`config.mk`:
```
export PLATFORM = sky130hd
export DESIGN_NAME = multiplicador
export DESIGN_NICKNAME = d
export VERILOG_FILES = /design/src/rtl/multiplicador.sv
export SDC_FILE = /design/constraint.sdc
export NUM_CORES = 1
export LEC_CHECK = 0
export CORE_MARGIN = 2
export CORE_UTILIZATION = 40
export CTS_CLUSTER_DIAMETER = 120
export DETAILED_ROUTE_END_ITERATION = 6
export PLACE_DENSITY = 0.6
export SLEW_MARGIN = 20
export SYNTH_ARGS = -nofsm -noshare
export SYNTH_HDL_FRONTEND = slang
export SYNTH_SLANG_ARGS = --single-unit
export TNS_END_PERCENT = 1
```
`constraint.sdc`:
```
create_clock -name clk -period 5.1 [get_ports clk]
set_clock_uncertainty 0.15 [all_clocks]
set_input_delay 0.765 -clock clk [delete_from_list [all_inputs] [get_ports clk]]
set_output_delay 0.765 -clock clk [all_outputs]
set_load 0.1 [all_outputs]
```
`src/rtl/multiplicador.sv`:
```
// Sequential signed WIDTHxWIDTH radix-2 Booth multiplier, one iteration per clock,
// with a start/busy/done handshake; the 2*WIDTH-bit product lands in hi/lo.
module multiplicador #(
  parameter int WIDTH = 32
) (
  input  logic             clk,
  input  logic             reset,
  input  logic             multOp,
  input  logic [WIDTH-1:0] multiplicand,
  input  logic [WIDTH-1:0] multiplier,
  output logic [WIDTH-1:0] hi,
  output logic [WIDTH-1:0] lo,
  output logic             busy,
  output logic             done
);

  localparam int CW = $clog2(WIDTH + 1);

  typedef enum logic [1:0] {
    IDLE = 2'd0,
    RUN  = 2'd1,
    DONE = 2'd2
  } state_t;

  state_t           state_q, state_d;
  logic [WIDTH:0]   a_q, a_d;
  logic [WIDTH-1:0] m_q, m_d;
  logic [WIDTH-1:0] q_q, q_d;
  logic             q1_q, q1_d;
  logic [CW-1:0]    count_q, count_d;
  logic [WIDTH-1:0] hi_q, hi_d;
  logic [WIDTH-1:0] lo_q, lo_d;
  logic             busy_q, busy_d;
  logic             done_q, done_d;
  logic [WIDTH:0]   m_sext_s;
  logic [WIDTH:0]   sum_s;

  // Accumulator is one bit wider than M so A +/- M cannot overflow, even for M = -2^(WIDTH-1).
  assign m_sext_s = {m_q[WIDTH-1], m_q};

  // State register and datapath registers; reset discards any in-flight operation.
  always_ff @(posedge clk or negedge reset) begin
    if (!reset) begin
      state_q <= IDLE;
      a_q     <= '0;
      m_q     <= '0;
      q_q     <= '0;
      q1_q    <= 1'b0;
      count_q <= '0;
      hi_q    <= '0;
      lo_q    <= '0;
      busy_q  <= 1'b0;
      done_q  <= 1'b0;
    end else begin
      state_q <= state_d;
      a_q     <= a_d;
      m_q     <= m_d;
      q_q     <= q_d;
      q1_q    <= q1_d;
      count_q <= count_d;
      hi_q    <= hi_d;
      lo_q    <= lo_d;
      busy_q  <= busy_d;
      done_q  <= done_d;
    end
  end

  // Next-state logic and one Booth step (add/sub, then arithmetic shift of {A,Q,Q_1}).
  always_comb begin
    state_d = state_q;
    a_d     = a_q;
    m_d     = m_q;
    q_d     = q_q;
    q1_d    = q1_q;
    count_d = count_q;
    hi_d    = hi_q;
    lo_d    = lo_q;
    sum_s   = a_q;

    case (state_q)
      IDLE: begin
        if (multOp) begin
          m_d     = multiplicand;
          q_d     = multiplier;
          q1_d    = 1'b0;
          a_d     = '0;
          count_d = CW'(WIDTH);
          state_d = RUN;
        end else begin
          state_d = IDLE;
        end
      end
      RUN: begin
        case ({q_q[0], q1_q})
          2'b01:   sum_s = a_q + m_sext_s;
          2'b10:   sum_s = a_q - m_sext_s;
          default: sum_s = a_q;
        endcase
        a_d     = {sum_s[WIDTH], sum_s[WIDTH:1]};
        q_d     = {sum_s[0], q_q[WIDTH-1:1]};
        q1_d    = q_q[0];
        count_d = count_q - CW'(1);
        if (count_q == CW'(1)) begin
          hi_d    = a_d[WIDTH-1:0];
          lo_d    = q_d;
          state_d = DONE;
        end else begin
          state_d = RUN;
        end
      end
      DONE: begin
        state_d = IDLE;
      end
      default: begin
        state_d = IDLE;
      end
    endcase

    busy_d = (state_d == RUN);
    done_d = (state_d == DONE);
  end

  assign hi   = hi_q;
  assign lo   = lo_q;
  assign busy = busy_q;
  assign done = done_q;

endmodule

```
# Word-level counts from Yosys, hierarchy flattened
# Cells that the tools add are included.
[op_classes] n_addsub=3 n_mul=0 n_div=0 n_lt_le_gt_ge=0 n_eq_ne=7 n_shift=0 mux=12 n_bitwise=0 n_reduce_logical=5
[ops] op="$pmux 33 s2" n=2
[ops] op="$pmux 32 s2" n=1
[ops] op="$add 33x33->33" n=1
[ops] op="$mux 33" n=1
[ops] op="$sub 33x33->33" n=1
[ops] op="$mux 32" n=1
[ops] op="$pmux 6 s2" n=1
[ops] op="$eq 2x1->1 const B" n=3
[ops] op="$eq 6x1->1 const B" n=1
[ops] op="$mux 6" n=1
[ops] op="$reduce_and 2->1" n=3
[ops] op="$sub 6x1->6 const B" n=1
[ops] op="$eq 2x2->1 const B" n=2
[ops] op="$pmux 2 s2" n=1
[ops] op="$logic_not 2->1" n=1
[ops] op="$mux 1" n=2
[ops] op="$mux 2" n=1
[ops] op="$ne 2x2->1 const B" n=1
[ops] op="$pmux 1 s2" n=1
[ops] op="$reduce_bool 2->1" n=1
[word_totals] ff_bits=172 latch_bits=0 ram_bits=0 romBits=0 in_bits=67 out_inout_bits=66 wordCells=37 n_memories=0

# Logic depth before layout (Yosys ltp)
[depth] depth_word=4 depth_mapped=18 depth_no_buf=17

# Worst setup path before layout
# OpenSTA, ideal clock, no wires.
[synth_path] kind="register to register" start="reg m_q[3]" end="reg hi_q[31] (netlist: hi[31])" setup_time_ps=130 arrival_time_ps=4031 required_time_ps=4820 slack_ps=788 path_stages_with_launch=19 path_buffers=1 synth_period_minus_slack_ps=4312 path_cell_list="dfrtp_1 -> or4_4 -> nor4b_2 -> nand2_1 -> nor3_2 -> nand2_2 -> nor4_4 -> nor2_1 -> xnor2_1 -> ha_1 -> clkbuf_2 -> a21oi_1 -> o21ai_1 -> a31oi_1 -> o21ai_0 -> o41ai_1 -> mux2i_2 -> xnor2_1 -> o21ai_1"
[synth_between] elab_chain_cells=2 word_cells_on_any_way=3 classes_between="add/sub: 2; mux: 1"
[synth_rtl] element="start: declaration" line_no="27" source="logic [WIDTH-1:0] m_q, m_d;"
[synth_rtl] element="start signal: assignment" line_no="57" source="m_q <= m_d;"
[synth_rtl] element="$sub 33x33->33 or $add 33x33->33 (tied branches)" line_no="96, 95"
[synth_rtl] element="$pmux 33 s2 *" line_no="94" source="case ({q_q[0], q1_q})"
[synth_rtl] element="end signal: assignment" line_no="61" source="hi_q <= hi_d;"
[synth_rtl] element="end: declaration" line_no="31" source="logic [WIDTH-1:0] hi_q, hi_d;"
# Mark *: on every way between the ends. The rest lies on a longest branch, timed or not.
# A chain may end at the register's enable or synchronous reset.

# Final worst setup path
# Ends and elaborated chain as after synthesis.

==> impl_results.md <==
* Status: completed
* Worst slew pin tran at about 1100 ps
* Leading area contributor after synthesis: dfrtp_1
* Via Count at 8276
* Avg Cell Area, Syn at about 8.6 um2
* Vias in the first global route at approximately 7900
* Max-slew violation count at 0
* Most frequent cell after synthesis: nand2_1
* H-tree depth at 4
* Post-DP HPWL at between 15 and 20 mm
* Net Count, Synth at between 1000 and 1500
* Critical path buffer and inverter count at 0
* Post-DP Area at between 0.01 and 0.015 mm2
* Core Rows at 56
* CTS max path bufs at 2
* Syn. warnings at 0
* Num CTS Buffers at 17
* Via density per instance at between 5 and 6
* Critical-path cell list: or4_4 -> nor4b_4 -> nand2_1 -> nor3_2 -> nand2_2 -> nor4_4 -> nor2_1 -> xnor2_1 -> ha_1 -> a21oi_1 -> o21ai_1 -> a31oi_1 -> o21ai_0 -> o41ai_1 -> mux2i_2 -> xnor2_1 -> o21ai_1
* Critical Path End: hi[31]
* Starting density of the core at about two fifths
* Synth Instances at approximately 1100
* Max Freq at 0.214 GHz
* Slowest Stage Delay on Critical Path at roughly 570 ps
* Final core utilization at about half
* R2R Setup Slk at ~420 ps
* Slowest CP cell: or4_4
* Port Buffers at roughly 130
* WS Path Type: flop to flop
* Setup_tns at 0 ps
* Fin area at around 0.012 mm2
* Post-synth EDFFs at 0
* Final setup vio count at 0
* Layout area overhead at 22.6%
* Fill cells at about 2300
* Count of cell types in the netlist at between 60 and 70
* Top FF cell, synth: dfrtp_1
* Tmin final at roughly 4700 ps
* Nature of the critical path startpoint: flop
* Initial DRC Count at between 400 and 500
* Initial antenna violation count at 0
* Layout cell share with drive strength beyond 1 at under 10%
* Die area at roughly 0.025 mm2
* Critical path depth at 17
* Core Box Area at roughly 0.024 mm2
* Initial DRT Pass Iterations at 4
* Average wire per standard cell at around 16 um
* DRC Markers at 0
* Crit share post-route at 91.8%
* First-pass GRT wire length at ~42 mm
* Max-cap violations at 0
* Mapped Area at 0.00969 mm2
* Worst Path Required at 5240 ps
* Worst skew pair latency at about 440 ps
* Synth area leaders: dfrtp_1 44%, nand2_1 10%, o21ai_0 5.3%
* Largest net degree at the start of global routing at between 90 and 100
* Yosys top cell area share at between 40 and 50%
* CP endpoint kind: flop
* GRT overflow at 0
* Setup bufs post-CTS at 0
* CP startpoint: m_q[3]
* Crit path max fanout at 9
* Root Buffer: clkbuf_16
* Gr usage total at roughly 20%
* I/O Pins at between 100 and 150
* Register area share after synthesis at 44.1%
* Chip Width at approximately 160 um
* RSZ-0062 raised after global routing: no
* Worst rel slew slack at between 20 and 30%
* CTS tree: done
* FF+latch count, synth at about 170
* Cells on worst reg2reg path at 17
* Fin. Hold Viols at 0
* Reg clk slew, reported paths at 70 ps
* Worst r2r src: m_q[3]
* Post-synth top cells: 271 x nand2_1, 171 x dfrtp_1, 102 x o21ai_0
* Final ANT Viol Nets at 0
* Async set or reset register ratio after synthesis at between 90% and 100%
* Final nets at about 1300
* Antenna cells at 0
* Critical R2R Capture: hi[31]
* Detailed Route WL at between 20 and 30 mm
* Crit path arrival time at around 4800 ps
* Hold slack at approximately 270 ps
* Routability cong. at 0.866
* Clock Sinks at around 170
* Worst min path class: input port to async pin
* Largest delay share family, worst path: simple AND/OR/NAND/NOR gates
* Die height at roughly 160 um
==> worst min-delay path by stage <==
stage                    start          to  slack [ps]  cells past startpoint
finish                   reset       lo[2]         270                      1
global route             lo[2]       lo[2]         360                      2
CTS                      reset       lo[2]         310                      1
detailed placement       lo[9]       lo[9]         310                      2
global placement        lo[29]      lo[29]         310                      2
floorplan           count_q[5]  count_q[5]         300                      1
==> stage by stage <==
step           worst slack, ps  std cells
3_5_place_dp               316       1525
5_1_grt                   78.8       1557
2_1_floorplan              788       1130
6_report                   419       1557
3_3_place_gp               375       1525
4_1_cts                    302       1557
==> cells in the final DEF, fill, tap and decap left out, drive strengths merged, types with 34 or more instances in the layout <==
| cell type | count |
|---|---|
| o21ai | 105 |
| nor2b | 34 |
| nor2 | 54 |
| ha | 36 |
| a21oi | 79 |
| clkdlybuf4s50 | 131 |
| dfrtp | 171 |
| nand2 | 272 |
| inv | 34 |
| xnor2 | 40 |
==> area by class of cell <==
cell class,count,area [um2],share of cell area (%)
clock buffer,17,425,3.58
sequential,171,4280,36.0
multi-input combinational,863,5070,42.7
clock inverter,15,168,1.41
timing repair buffer,147,1450,12.2
tap,319,399,3.36
inverter,25,93.8,0.790
==> state kept, by name, indices dropped and copies added, names as in the netlist <==
| register | flops |
|---|---|
| a_q | 32 |
| busy | 1 |
| hi | 32 |
| q1_q | 1 |
| count_q | 6 |
| m_q | 32 |
| q_q | 32 |
| done | 1 |
| state_q | 2 |
| lo | 32 |
==> kinds of logic (layout without fill, tap and decap cells) <==
logic type,count (synthesis),after routing,share of synthesized area (%)
adders and majority gates,37,37,4.85
and+or+nand+nor,457,457,21.4
muxes,21,21,2.26
AOI/OAI and AO/OA,294,294,18.6
DFF,171,171,44.1
buffers and inverters,96,204,3.81
xor gates and xnor gates,54,54,4.88
==> per-layer routing <==
| metal | vias up | GRT usage (%) | part of all wire [%] |
|---|---|---|---|
| li1 | 4102 | - | - |
| met1 | 3942 | 30.7 | 51 |
| met5 | - | 0 | 0 |
| met3 | 19 | 3.01 | 4.3 |
| met2 | 213 | 29.9 | 43 |
| met4 | 0 | 5.83 | 1.2 |
==> timing repair <==
| item | in CTS | in global routing |
|---|---|---|
| gates resized for setup | 0 | 1 |
| endpoints found under the setup margin | 0 | 1 |
| endpoints found under the hold margin | 0 | 0 |
| hold buffers | 0 | 0 |
Power is left out: the tool's default activity adds up to more than one toggle a clock period on the data nets, which glitch-free logic cannot reach.
==> edit: new RTL, same settings <==
Reset style: synchronous (`reset`), changed in one clocked block.
--- a/src/rtl/multiplicador.sv
+++ b/src/rtl/multiplicador.sv
@@ -40,5 +40,5 @@
 
   // State register and datapath registers; reset discards any in-flight operation.
-  always_ff @(posedge clk or negedge reset) begin
+  always_ff @(posedge clk) begin
     if (!reset) begin
       state_q <= IDLE;
Function: differs if reset is asserted again (counterexample within 4 cycles, from zero or initial values and one cycle with reset low); with reset held inactive, the same outputs for 10 cycles.
==> edit against the unedited design <==
- design area is 6.2% lower
- critical path depth stayed put
- count of clock-buffer cells in the layout stayed put
- wire length is 2.3% higher
- area after synthesis is 6.4% lower
- worst setup slack worse by 0.011 ns
- sequential cell count stayed put
- largest cell class unchanged
==> edit: results (changes against the unedited design) <==
| Metric | Value |
|---|---|
| Total GRT Usage | `21.6% (+1.3 points)` |
| Crit-path slowest cell | `or4_2` |
| Final period utilization | `92.0% (+0.21 points)` |
| Routability cong. | `0.921 (+6.4%)` |
| Flop-to-flop setup slack | `about 0.41 ns` |
| Status | `complete, no violations` |
| Arrival @ worst endpoint | `4.81 ns (about the same)` |
| Worst hold path class | `flip-flop to flip-flop` |
| Post-synth ARST share | `0% (-100 points)` |
| Setup Buffers After CTS | `0 (unchanged)` |
| Tightest Pin Transition | `1.11 ns (+0.0360 ns)` |
| Layout cells sized above 1 | `6.41% (+0.75 points)` |
| Initial antenna violation count | `0 (unchanged)` |
| Crit path capture type | `flip-flop` |
| Vias in the first global route | `7,977 (+0.48%)` |
| Layout fillers | `2,216 (-3.1%)` |
| Largest net degree at the start of global routing | `66 (-33%)` |
| Syn nets | `1,263 (+2.4%)` |
| Ys Warns | `0 (unchanged)` |
| Drt total wl | `25.8 mm (+2.3%)` |
| CP max FO | `8 (-1)` |
| Clock slew at the register clock pins of the worst setup and hold paths | `0.07 ns (about the same)` |
| CTS Buf Count | `17 (unchanged)` |
| Synth top area cells | `dfxtp_1, a21oi_1, nand2_1` |
| Worst-skew pair later-pin latency | `0.44 ns (about the same)` |
| Max Root-Sink Buffers | `2 (unchanged)` |
| Peak supply drop | `0.174 mV` |
| Synth top cells by count | `nand2_1, dfxtp_1, a21oi_1, nor2_1, o21ai_0` |
| Global-route wire length before repair | `41.7 mm (-1.2%)` |
| Start point of the critical path | `m_q[2]` |
| Post-DP HPWL | `18.1 mm (+6.0%)` |
| R2R Path End | `hi[31]` |
| Post-cts resize count | `0 (unchanged)` |
| Leak Pwr | `roughly 0.0042 µW` |
| Final net count | `1,355 (+2.0%)` |
| DR pass1 iterations | `4 (unchanged)` |
| Netlist cell types | `73 (+14%)` |
| Via density | `5.48 (+3.2%)` |
| Initial DRC count | `476 (-2.1%)` |
| Seq/Total Area, Yosys | `37.7% (-6.4 points)` |
| Ys flop type | `dfxtp_1` |
## edit: cell types whose count changed in the layout (fill, tap and decap cells not counted), sizes merged, moves of 5 or more
cell   change
nor2b     -25
a22oi     -19
a22o      -10
o21ai     -27
and2       +6
dfrtp    -171
nand2     -87
dfxtp    +171
and3       -5
o22ai     +33
xor2       -5
nor2      +40
a21o       +7
a21oi     +91
## edit: worst min path at each step
stage,endpoint,slack (ns),from,depth (start not counted)
2_1_floorplan,count_q[5],0.29,count_q[5],1
3_3_place_gp,lo[22],0.29,lo[22],2
3_5_place_dp,lo[14],0.30,lo[14],2
4_1_cts,lo[19],0.31,lo[19],2
5_1_grt,lo[23],0.32,lo[23],2
6_report,lo[14],0.31,lo[14],2
## edit: power by group
group	internal [µW]	switching [µW]	total, µW
clock	651	618	1270
combinational	370	591	962
sequential	1410	64.6	1470
total	2430	1270	3700
## edit: layout make-up
type                    count  area share [%]
well taps                 285            3.20
multi-input cells         890            47.3
clock buffers              17            3.82
clock inverters            15            1.36
repair buffers            147            12.8
inverters                  24           0.820
flip-flops and latches    171            30.7
## edit: kinds of logic (layout without fill, tap and decap cells)
kind of cell | Yosys count | in the layout | share of synthesized area [%]
simple gates | 391 | 391 | 19.5
xor+xnor | 51 | 51 | 4.92
fa+ha+maj | 37 | 37 | 5.18
buf+inv | 98 | 203 | 4.50
compound gates | 393 | 393 | 26.1
mux | 18 | 18 | 2.08
flops | 171 | 171 | 37.7
## edit: layer usage
| layer | vias up | part of all wire, % | wire [µm] | GRT usage, % |
|---|---|---|---|---|
| met2 | 213 | 45 | 11500 | 34.7 |
| li1 | 4309 | - | - | - |
| met5 | - | 0 | 0 | 0 |
| met4 | 0 | 1.5 | 376 | 4.85 |
| met1 | 3946 | 49 | 12800 | 30.3 |
| met3 | 25 | 4.6 | 1190 | 3.75 |
## edit: critical path: cells and delay by family, from the launching register on
kind / cells / cell delay [ns]
simple gates: 7 / 2.07
compound gates: 6 / 0.78
xor+xnor: 2 / 0.49
flops: 1 / 0.37
fa+ha+maj: 1 / 0.37
mux: 1 / 0.28
## edit: through the flow
stage | cell area [µm²] | instances | worst slack (ns) | utilization (%)
3_3_place_gp | 10600 | 1517 | 0.554 | 47.1
5_1_grt | 11100 | 1549 | 0.0918 | 49.7
6_report | 11100 | 1549 | 0.408 | 49.7
4_1_cts | 11100 | 1549 | 0.404 | 49.7
2_1_floorplan | 9070 | 1159 | 1.02 | -
3_5_place_dp | 10600 | 1517 | 0.438 | 47.1
